--- config.mk ---
export PLATFORM = sky130hd
export DESIGN_NAME = link_rx_buffer
export DESIGN_NICKNAME = d
export VERILOG_FILES = /design/src/rtl/noc_pkg.sv /design/src/rtl/rx_flit_fifo.sv /design/src/rtl/link_rx_buffer.sv
export SDC_FILE = /design/constraint.sdc
export NUM_CORES = 2
export LEC_CHECK = 0
export ABC_AREA = 0
export CORE_ASPECT_RATIO = 0.9
export CORE_MARGIN = 4
export CORE_UTILIZATION = 25
export CTS_CLUSTER_DIAMETER = 60
export CTS_CLUSTER_SIZE = 12
export DETAILED_ROUTE_END_ITERATION = 8
export SYNTH_ARGS = -nofsm -noshare
export SYNTH_HDL_FRONTEND = slang
export SYNTH_SLANG_ARGS = --single-unit
export TNS_END_PERCENT = 1
--- constraint.sdc ---
create_clock -name clk -period 36.3 [get_ports clk]
set_input_delay 3.63 -clock clk [delete_from_list [all_inputs] [get_ports clk]]
set_output_delay 3.63 -clock clk [all_outputs]
set_load 0.02 [all_outputs]
--- src/rtl/noc_pkg.sv ---
// noc_pkg: shared flit and link-state definitions for the link receive path
package noc_pkg;
   localparam int DATA_WIDTH = 256;
   localparam int FIFO_DEPTH = 8;
   localparam int VALID_BIT  = DATA_WIDTH - 1;
   typedef enum logic [1:0] {
      LINK_DOWN  = 2'd0,
      LINK_TRAIN = 2'd1,
      LINK_UP    = 2'd2
   } link_state_e;
endpackage

--- src/rtl/rx_flit_fifo.sv ---
// rx_flit_fifo: show-ahead flit FIFO with a registered head and occupancy-based full/empty
module rx_flit_fifo import noc_pkg::*; #(
   parameter int DataWidth = DATA_WIDTH,
   parameter int Depth     = FIFO_DEPTH,
   parameter int AddrWidth = 3
) (
   input  logic                 clk,
   input  logic                 rst,
   input  logic                 push,
   input  logic                 pop,
   input  logic [DataWidth-1:0] din,
   output logic [DataWidth-1:0] head,
   output logic [AddrWidth:0]   count
);
   logic [DataWidth-1:0] mem [Depth];
   logic [AddrWidth-1:0] wr_ptr, rd_ptr, rd_next;
   logic [AddrWidth:0]   remain, count_next;
   logic [DataWidth-1:0] head_next;
   // next head: the pushed flit if nothing else remains, otherwise the entry after the popped one
   always_comb begin
      rd_next    = rd_ptr + AddrWidth'(pop);
      remain     = count - (AddrWidth+1)'(pop);
      count_next = remain + (AddrWidth+1)'(push);
      head_next  = (remain == '0) ? (push ? din : '0) : mem[rd_next];
   end
   // storage array, never reset
   always_ff @(posedge clk) begin
      if (push) mem[wr_ptr] <= din;
   end
   // pointers, occupancy and head register
   always_ff @(posedge clk or negedge rst) begin
      if (!rst) begin
         wr_ptr <= '0;
         rd_ptr <= '0;
         count  <= '0;
         head   <= '0;
      end else begin
         wr_ptr <= wr_ptr + AddrWidth'(push);
         rd_ptr <= rd_next;
         count  <= count_next;
         head   <= head_next;
      end
   end
endmodule

--- src/rtl/link_rx_buffer.sv ---
// link_rx_buffer: link-state gated receive buffer feeding one switch inject port
module link_rx_buffer import noc_pkg::*; #(
   parameter int DataWidth    = DATA_WIDTH,
   parameter int Depth        = FIFO_DEPTH,
   parameter int AddrWidth    = 3,
   parameter int WarmupCycles = 16
) (
   input  logic                 clk,
   input  logic                 rst,
   input  logic [DataWidth-1:0] rx_par_data,
   input  logic                 rx_ready,
   output logic [DataWidth-1:0] inject,
   output logic                 inject_receive,
   input  logic                 InjectSlotAvail,
   output logic                 credit_return,
   output logic [AddrWidth:0]   occupancy,
   output logic                 link_up,
   output logic                 overflow,
   output logic [7:0]           drop_cnt
);
   link_state_e          state, state_next;
   logic [7:0]           warm_cnt, warm_next;
   logic                 arrive, full, pop, push, drop;
   logic [DataWidth-1:0] din;
   // link-state next-state and warmup counter
   always_comb begin
      state_next = state;
      warm_next  = warm_cnt;
      case (state)
         LINK_DOWN: begin
            if (rx_ready) begin
               state_next = LINK_TRAIN;
               warm_next  = '0;
            end
         end
         LINK_TRAIN: begin
            if (!rx_ready) state_next = LINK_DOWN;
            else if (warm_cnt == 8'(WarmupCycles - 1)) state_next = LINK_UP;
            else warm_next = warm_cnt + 8'd1;
         end
         LINK_UP: begin
            if (!rx_ready) state_next = LINK_DOWN;
         end
         default: state_next = LINK_DOWN;
      endcase
   end
   // accept arrivals only while up; a full FIFO still takes a flit when the head leaves the same cycle
   always_comb begin
      arrive = (state == LINK_UP) && rx_ready && rx_par_data[DataWidth-1];
      pop    = inject_receive && InjectSlotAvail;
      full   = occupancy == (AddrWidth+1)'(Depth);
      push   = arrive && (!full || pop);
      drop   = arrive && full && !pop;
      din    = {1'b1, rx_par_data[DataWidth-2:0]};
   end
   assign inject_receive = inject[DataWidth-1];
   assign link_up        = state == LINK_UP;
   // state, credit pulse and sticky drop accounting
   always_ff @(posedge clk or negedge rst) begin
      if (!rst) begin
         state         <= LINK_DOWN;
         warm_cnt      <= '0;
         credit_return <= 1'b0;
         overflow      <= 1'b0;
         drop_cnt      <= '0;
      end else begin
         state         <= state_next;
         warm_cnt      <= warm_next;
         credit_return <= pop;
         overflow      <= overflow | drop;
         drop_cnt      <= drop_cnt + 8'(drop && drop_cnt != 8'hFF);
      end
   end
   rx_flit_fifo #(
      .DataWidth(DataWidth),
      .Depth(Depth),
      .AddrWidth(AddrWidth)
   ) u_fifo (
      .clk(clk),
      .rst(rst),
      .push(push),
      .pop(pop),
      .din(din),
      .head(inject),
      .count(occupancy)
   );
endmodule
==> results_dict.tcl <==
set metrics [dict create \
    synthToLayoutAreaGrowth_pct 20.7 \
    overflow 0 \
    crit_required_ps 37050 \
    portBuffers 531 \
    finalMaxSlewViolations 0 \
    cts_tree "yes" \
    drive_gt1_share_pct 7.69 \
    wl_um 225000 \
    clock_sinks 2326 \
    coreArea_mm2 0.347 \
    ant_nets 0 \
    synthDistinctLibCells 45 \
    h-tree-depth 4 \
    synth_top_area_cell "edfxtp_1" \
    cp-end-kind "flop" \
    rr_startpoint "u_fifo.head[255]" \
    cts_buffers 233 \
    grt_max_degree 127 \
    final-hold-violation-count 0 \
    nets 5351 \
    worst-path-max-fanout 126 \
    drt-vias-per-instance 4.55 \
    rsz0062_at_grt "no" \
    hp-class "reg2reg" \
    finalSetupTns_ps 0 \
    finalCritPeriodShare_pct 30.0 \
    switchingPower_mw 3.00 \
    drc 0 \
    cp-start-kind "primary input" \
    crit_type "in2reg" \
    wl_per_cell_um 22.6 \
    die_y_um 568 \
    p_leak_nw 35.3 \
    dieArea_mm2 0.358 \
    clock_latency_ps 900 \
    clk_path_buf_depth 4 \
    clkPwrFrac_pct 25.8 \
    peakVddDrop_mv 0.126 \
    p_int_mw 5.86 \
    seq_area_frac_synth_pct 78.5 \
    avgSynthCellArea_um2 19.3 \
    worstHoldStart "overflow" \
    core.rowCount 205 \
    drtPass1Iterations 5 \
    dpl.hpwl_um 119000 \
    track_usage_pct 12.0 \
    cts_hold_buf 0 \
    fin_crit_ps 10890 \
    worst_pin_slew_ps 1210 \
    die_w_um 630 \
    ys_ff_latch 2326 \
    initial_core_util_pct 25.1 \
    synthTopCellsByArea "edfxtp_1, mux2i_1, dfrtp_1" \
    cp-startpoint "InjectSlotAvail" \
    finClkSkew_ps 91.3 \
    antenna_found_initial 41 \
    place_congestion 0.721 \
    grt_pass1_wl_um 325000 \
    seq_power_share_pct 36.0 \
    utilization_pct 30.3 \
    status "completed" \
    synth_cells 4502 \
    power_frac_comb_pct 38.2 \
    clock_tree.root_cell "clkbuf_16" \
    ios 532 \
    synth_top_area_share_pct 70.3 \
    p_sw_share_pct 33.9 \
    slew_headroom_pct 18.8 \
    setup_viol 0 \
    post_cts_buffers 0 \
    fmax_ghz 0.0918 \
    grt_pass1_vias 46400 \
    cts_resized 0 \
    maxCapViolations 0 \
    syn_area_mm2 0.0871 \
    syn_nets 4773 \
    first_iter_violations 3867 \
    critPathArrivalTime_ps 11640 \
    power.density_mw_per_mm2 84.3 \
    vias 45400 \
    synth_warnings 0 \
    path_clk_slew_ps 60 \
]
[stage by stage]
| stage | cells | hold slack (ps) | instance area, um2 | worst slack [ps] | power (mW) |
|---|---|---|---|---|---|
| after floorplan | 4502 | 475 | 87100 | 6900 | 5.52 |
| after global placement | 9502 | 454 | 97900 | 24750 | 6.63 |
| after detailed placement | 9502 | 465 | 97900 | 24720 | 6.65 |
| after CTS | 9940 | 481 | 105000 | 25710 | 8.97 |
| after global routing | 9958 | 510 | 105000 | 25200 | 9.27 |
| final | 9963 | 473 | 105000 | 25410 | 8.86 |
[registers in the layout (all words and copies together), names as in the netlist]
name,cells
warm_cnt,8
u_fifo.wr_ptr,3
overflow,1
credit_return,1
u_fifo.head,256
u_fifo.rd_ptr,3
u_fifo.mem,2040
state,2
u_fifo.count,4
drop_cnt,8
[final timing paths]
check                                        end  slack, ps  cells after the start
max in group asynchronous        u_fifo.head[73]      30770                      4
worst min register to register          overflow        470                      1
worst min-delay path                    overflow        470                      1
min in group asynchronous            warm_cnt[0]       2730                      1
worst max-delay path            u_fifo.head[154]      25410                     14
worst max register to register  u_fifo.head[154]      27990                     13
[synthesized netlist by cell type]
library cell	count
edfxtp_1	2040
mux2i_1	1018
a22oi_1	508
dfrtp_1	286
a32o_1	254
buf_2	162
clkbuf_1	104
buf_4	17
ha_1	11
nand3_1	11
nor2_1	10
xnor2_1	8
nand2_1	7
inv_1	6
xor2_1	6
a21oi_1	5
nand2b_1	5
and3_1	4
nor3_1	4
a22o_1	3
buf_6	3
and2_1	2
and4b_1	2
nor2b_1	2
nor3b_1	2
nor4_1	2
o21ai_0	2
a221oi_1	1
a41oi_1	1
and2_0	1
and3b_1	1
mux2_2	1
mux4_2	1
nand4_1	1
nand4b_1	1
nor3_2	1
o211ai_1	1
o21a_1	1
o21ai_4	1
o31ai_1	1
or2_0	1
or3_1	1
or3b_2	1
or4b_2	1
or4b_4	1
[logic make-up after synthesis]
logic type / after synthesis / share of synthesized area, %
flops: 2326 / 78.5
mux: 1020 / 11.7
compound gates: 778 / 7.43
buf+inv: 292 / 1.59
simple gates: 61 / 0.405
xor+xnor: 14 / 0.141
fa+ha+maj: 11 / 0.158
[metal layers]
layer / part of all wire [%] / vias to the layer above / track usage, %
li1: - / 19700 / -
met1: 42 / 23900 / 15.6
met2: 49 / 1379 / 20.0
met3: 5.8 / 363 / 2.31
met4: 3.0 / 22 / 4.33
met5: 0.073 / - / 0
[layout make-up]
type	count	area (um2)
Fill cell	33700	242000
Timing Repair Buffer	629	6190
Clock inverter	46	716
Antenna cell	23	57.6
Tap cell	4657	5830
Multi-Input combinational cell	1884	17400
Inverter	6	22.5
Sequential cell	2326	68400
Clock buffer	392	6510
[cells in the final DEF, fill, tap and decap left out, types with 5 or more instances in the layout]
cell type        instances
clkbuf_8                 8
nand2_1                  7
nand3_1                 11
inv_1                    6
ha_1                    10
clkinv_2                 9
nor2_1                   5
nor2_4                   5
clkdlybuf4s50_1        530
buf_4                   87
buf_12                  11
clkbuf_16              233
clkbuf_1               151
mux2i_1               1018
a32o_1                 254
clkinv_16                9
xnor2_1                  8
edfxtp_1              2040
xor2_1                   6
bufinv_16                6
diode_2                 23
nand2b_1                 5
a21oi_1                  5
a22oi_1                508
inv_8                    7
dfrtp_1                286
inv_6                    5
[power groups by stage]
stage,combinational (mW),sequential (mW),clock (mW)
after floorplan,2.13,3.39,0
after global placement,3.37,3.25,0
after detailed placement,3.40,3.25,0
after CTS,3.42,3.20,2.35
after global routing,3.60,3.20,2.47
final,3.38,3.19,2.28
[critical path, stage by stage]
cell	delay, ps
clkdlybuf4s50_1	400
and2_1	220
buf_4	200
ha_1	220
ha_4	940
buf_4	740
buf_4	820
buf_12	590
buf_12	740
buf_4	880
buf_4	810
mux2i_1	280
a22oi_1	110
a32o_1	310
Power figures use the tool's default switching activity.
==> patch: new RTL, same flow settings <==
Make the reset (`rst`) synchronous in 2 clocked blocks.
--- a/src/rtl/rx_flit_fifo.sv
+++ b/src/rtl/rx_flit_fifo.sv
@@ -28,7 +28,7 @@
       if (push) mem[wr_ptr] <= din;
    end
    // pointers, occupancy and head register
-   always_ff @(posedge clk or negedge rst) begin
+   always_ff @(posedge clk) begin
       if (!rst) begin
          wr_ptr <= '0;
          rd_ptr <= '0;
--- a/src/rtl/link_rx_buffer.sv
+++ b/src/rtl/link_rx_buffer.sv
@@ -56,7 +56,7 @@
    assign inject_receive = inject[DataWidth-1];
    assign link_up        = state == LINK_UP;
    // state, credit pulse and sticky drop accounting
-   always_ff @(posedge clk or negedge rst) begin
+   always_ff @(posedge clk) begin
       if (!rst) begin
          state         <= LINK_DOWN;
          warm_cnt      <= '0;
Function: not settled (the Yosys comparison gave no result); the edit may change what the design does.
==> patch against the original RTL <==
Routed wire length down 4.6%. Setup slack better by 1.1 ns. Final area down 1.7%. Sequential cell count unchanged. Utilization down 0.22 points. Non-clock buffer count down 7. Synthesized area down 1.1%. Global-route usage down 0.53 points. Synthesized cell count up 0.51%. Worst hold slack better by 0.0034 ns.
Power is not compared: it rests on default switching activity, and its combinational part moved more than twofold at a synthesized area within 25%.
==> patch: results (changes against the original RTL) <==
[placed_design]
dp_worst_setup_slack_ns=25.78  ; +1.06 ns
place_area_sq_um=96300  ; -1.6%
place.gp.congestion=0.722  ; +0.14%
dp_hpwl_um=115000  ; -3.4%
portBuffers=531  ; unchanged
dpl.cell_count=9394  ; -1.1%

[clock_network]
root_buffer=clkbuf_16
clk_latency_ns=0.88  ; -0.02 ns
path_clk_slew_ns=0.06  ; about the same
cts_buffer_depth=4  ; unchanged
post_cts_buffers=0  ; unchanged
cts_resized=0  ; unchanged
htreeDepth=4  ; unchanged
cts_buffers=228  ; -2.1%

[cells_and_area]
layout_commonest_cell=edfxtp_1
final_nets=5363  ; +0.22%
fillers=33200  ; -1.4%
final_util_pct=30.1  ; -0.22 points
drive_gt1_share_pct=7.22  ; -0.46 points
layoutNonFillerInstCount=9826  ; -1.4%
top_regs=u_fifo.mem (2040), u_fifo.head (256)

[grt]
groute.usage.overall_pct=11.5  ; -0.53 points
grt_max_degree=133  ; +4.7%
grt_pass1_wl_um=309000  ; -4.8%
antenna_found_initial=39  ; -4.9%
grt_pass1_vias=45700  ; -1.6%

[synthesis]
ys_seq_area_share_pct=77.7  ; -0.81 points
netlist_instances=4525  ; +0.51%
synth_edf_count=2040  ; unchanged
synth_area_leaders=edfxtp_1, mux2i_1, dfxtp_1
yosysUniqueCellTypes=51  ; +13%
async_flop_share_pct=0  ; -12 points
syn-num-nets=4796  ; +0.48%
yosys_warnings=0  ; unchanged
synthTopCellsByCount=edfxtp_1, mux2i_1, a22oi_1, dfxtp_1, a32o_1

[sta]
hold_violations=0  ; unchanged
fin_skew_ns=0.0822  ; -0.00906 ns
worst_pin_slew_ns=1.33  ; +0.120 ns

[detailed_routing]
firstDrtPassIters=5  ; unchanged
wl_per_cell_um=21.9  ; -3.2%
drt_iter0_drc=3446  ; -11%
vias=44600  ; -1.6%

[worst_setup_path]
cp.arrival_ns=10.49  ; -1.15 ns
slowest_stage=buf_4
max_stage_delay_ns=0.93
path_max_fanout=132  ; +4.8%

[run]
maxCapViolCount=0  ; unchanged

[pwr]
leakage_nw=30.0
ir_drop_v=0.0000533

[min_path]
hold_path.class=register to register

[run_status]
status=finished clean

[die]
die_area_sq_um=354000  ; -1.1%

## patch: worst paths after layout
kind | start | end | slack, ns | cells past startpoint
max | InjectSlotAvail | u_fifo.head[91] | 26.53 | 13
min | overflow | overflow | 0.48 | 1
max reg2reg | u_fifo.head[255] | u_fifo.head[91] | 29.38 | 12
min reg2reg | overflow | overflow | 0.48 | 1
## patch: cell type report
class | count | area share, %
flip-flops and latches | 2326 | 64.8
clock inverters | 30 | 0.533
inverters | 8 | 0.0291
multi-input cells | 1906 | 17.0
diodes | 19 | 0.0460
well taps | 4532 | 5.49
repair buffers | 622 | 5.93
clock buffers | 383 | 6.18
## patch: layer usage
layer  GRT usage, %  vias up  part of all wire (%)
met4           3.41       18                   2.6
met3           2.09      364                   5.8
met5              0        -                 0.064
met1           14.8    23200                    42
li1               -    19700                     -
met2           19.6     1324                    49
## patch: worst max-delay path, delay by kind of cell
kind	cells	cell delay (ns)
adder cells (fa/ha/maj)	2	1.04
multiplexers	1	0.29
buffers and inverters	7	4.48
AO/OA/AOI/OAI	2	0.42
AND/OR/NAND/NOR	1	0.10
## patch: logic make-up after synthesis
family	synth area share [%]
compound gates	7.55
buf+inv	2.04
xor+xnor	0.181
flops	77.7
simple gates	0.499
mux	11.8
fa+ha+maj	0.160
## patch: where the power goes
part | switching [mW] | leakage (nW) | total (mW) | internal [mW]
logic | 0.713 | 6.06 | 1.23 | 0.517
clock network | 0.991 | 3.28 | 2.22 | 1.23
registers | 0.0714 | 20.7 | 3.11 | 3.04
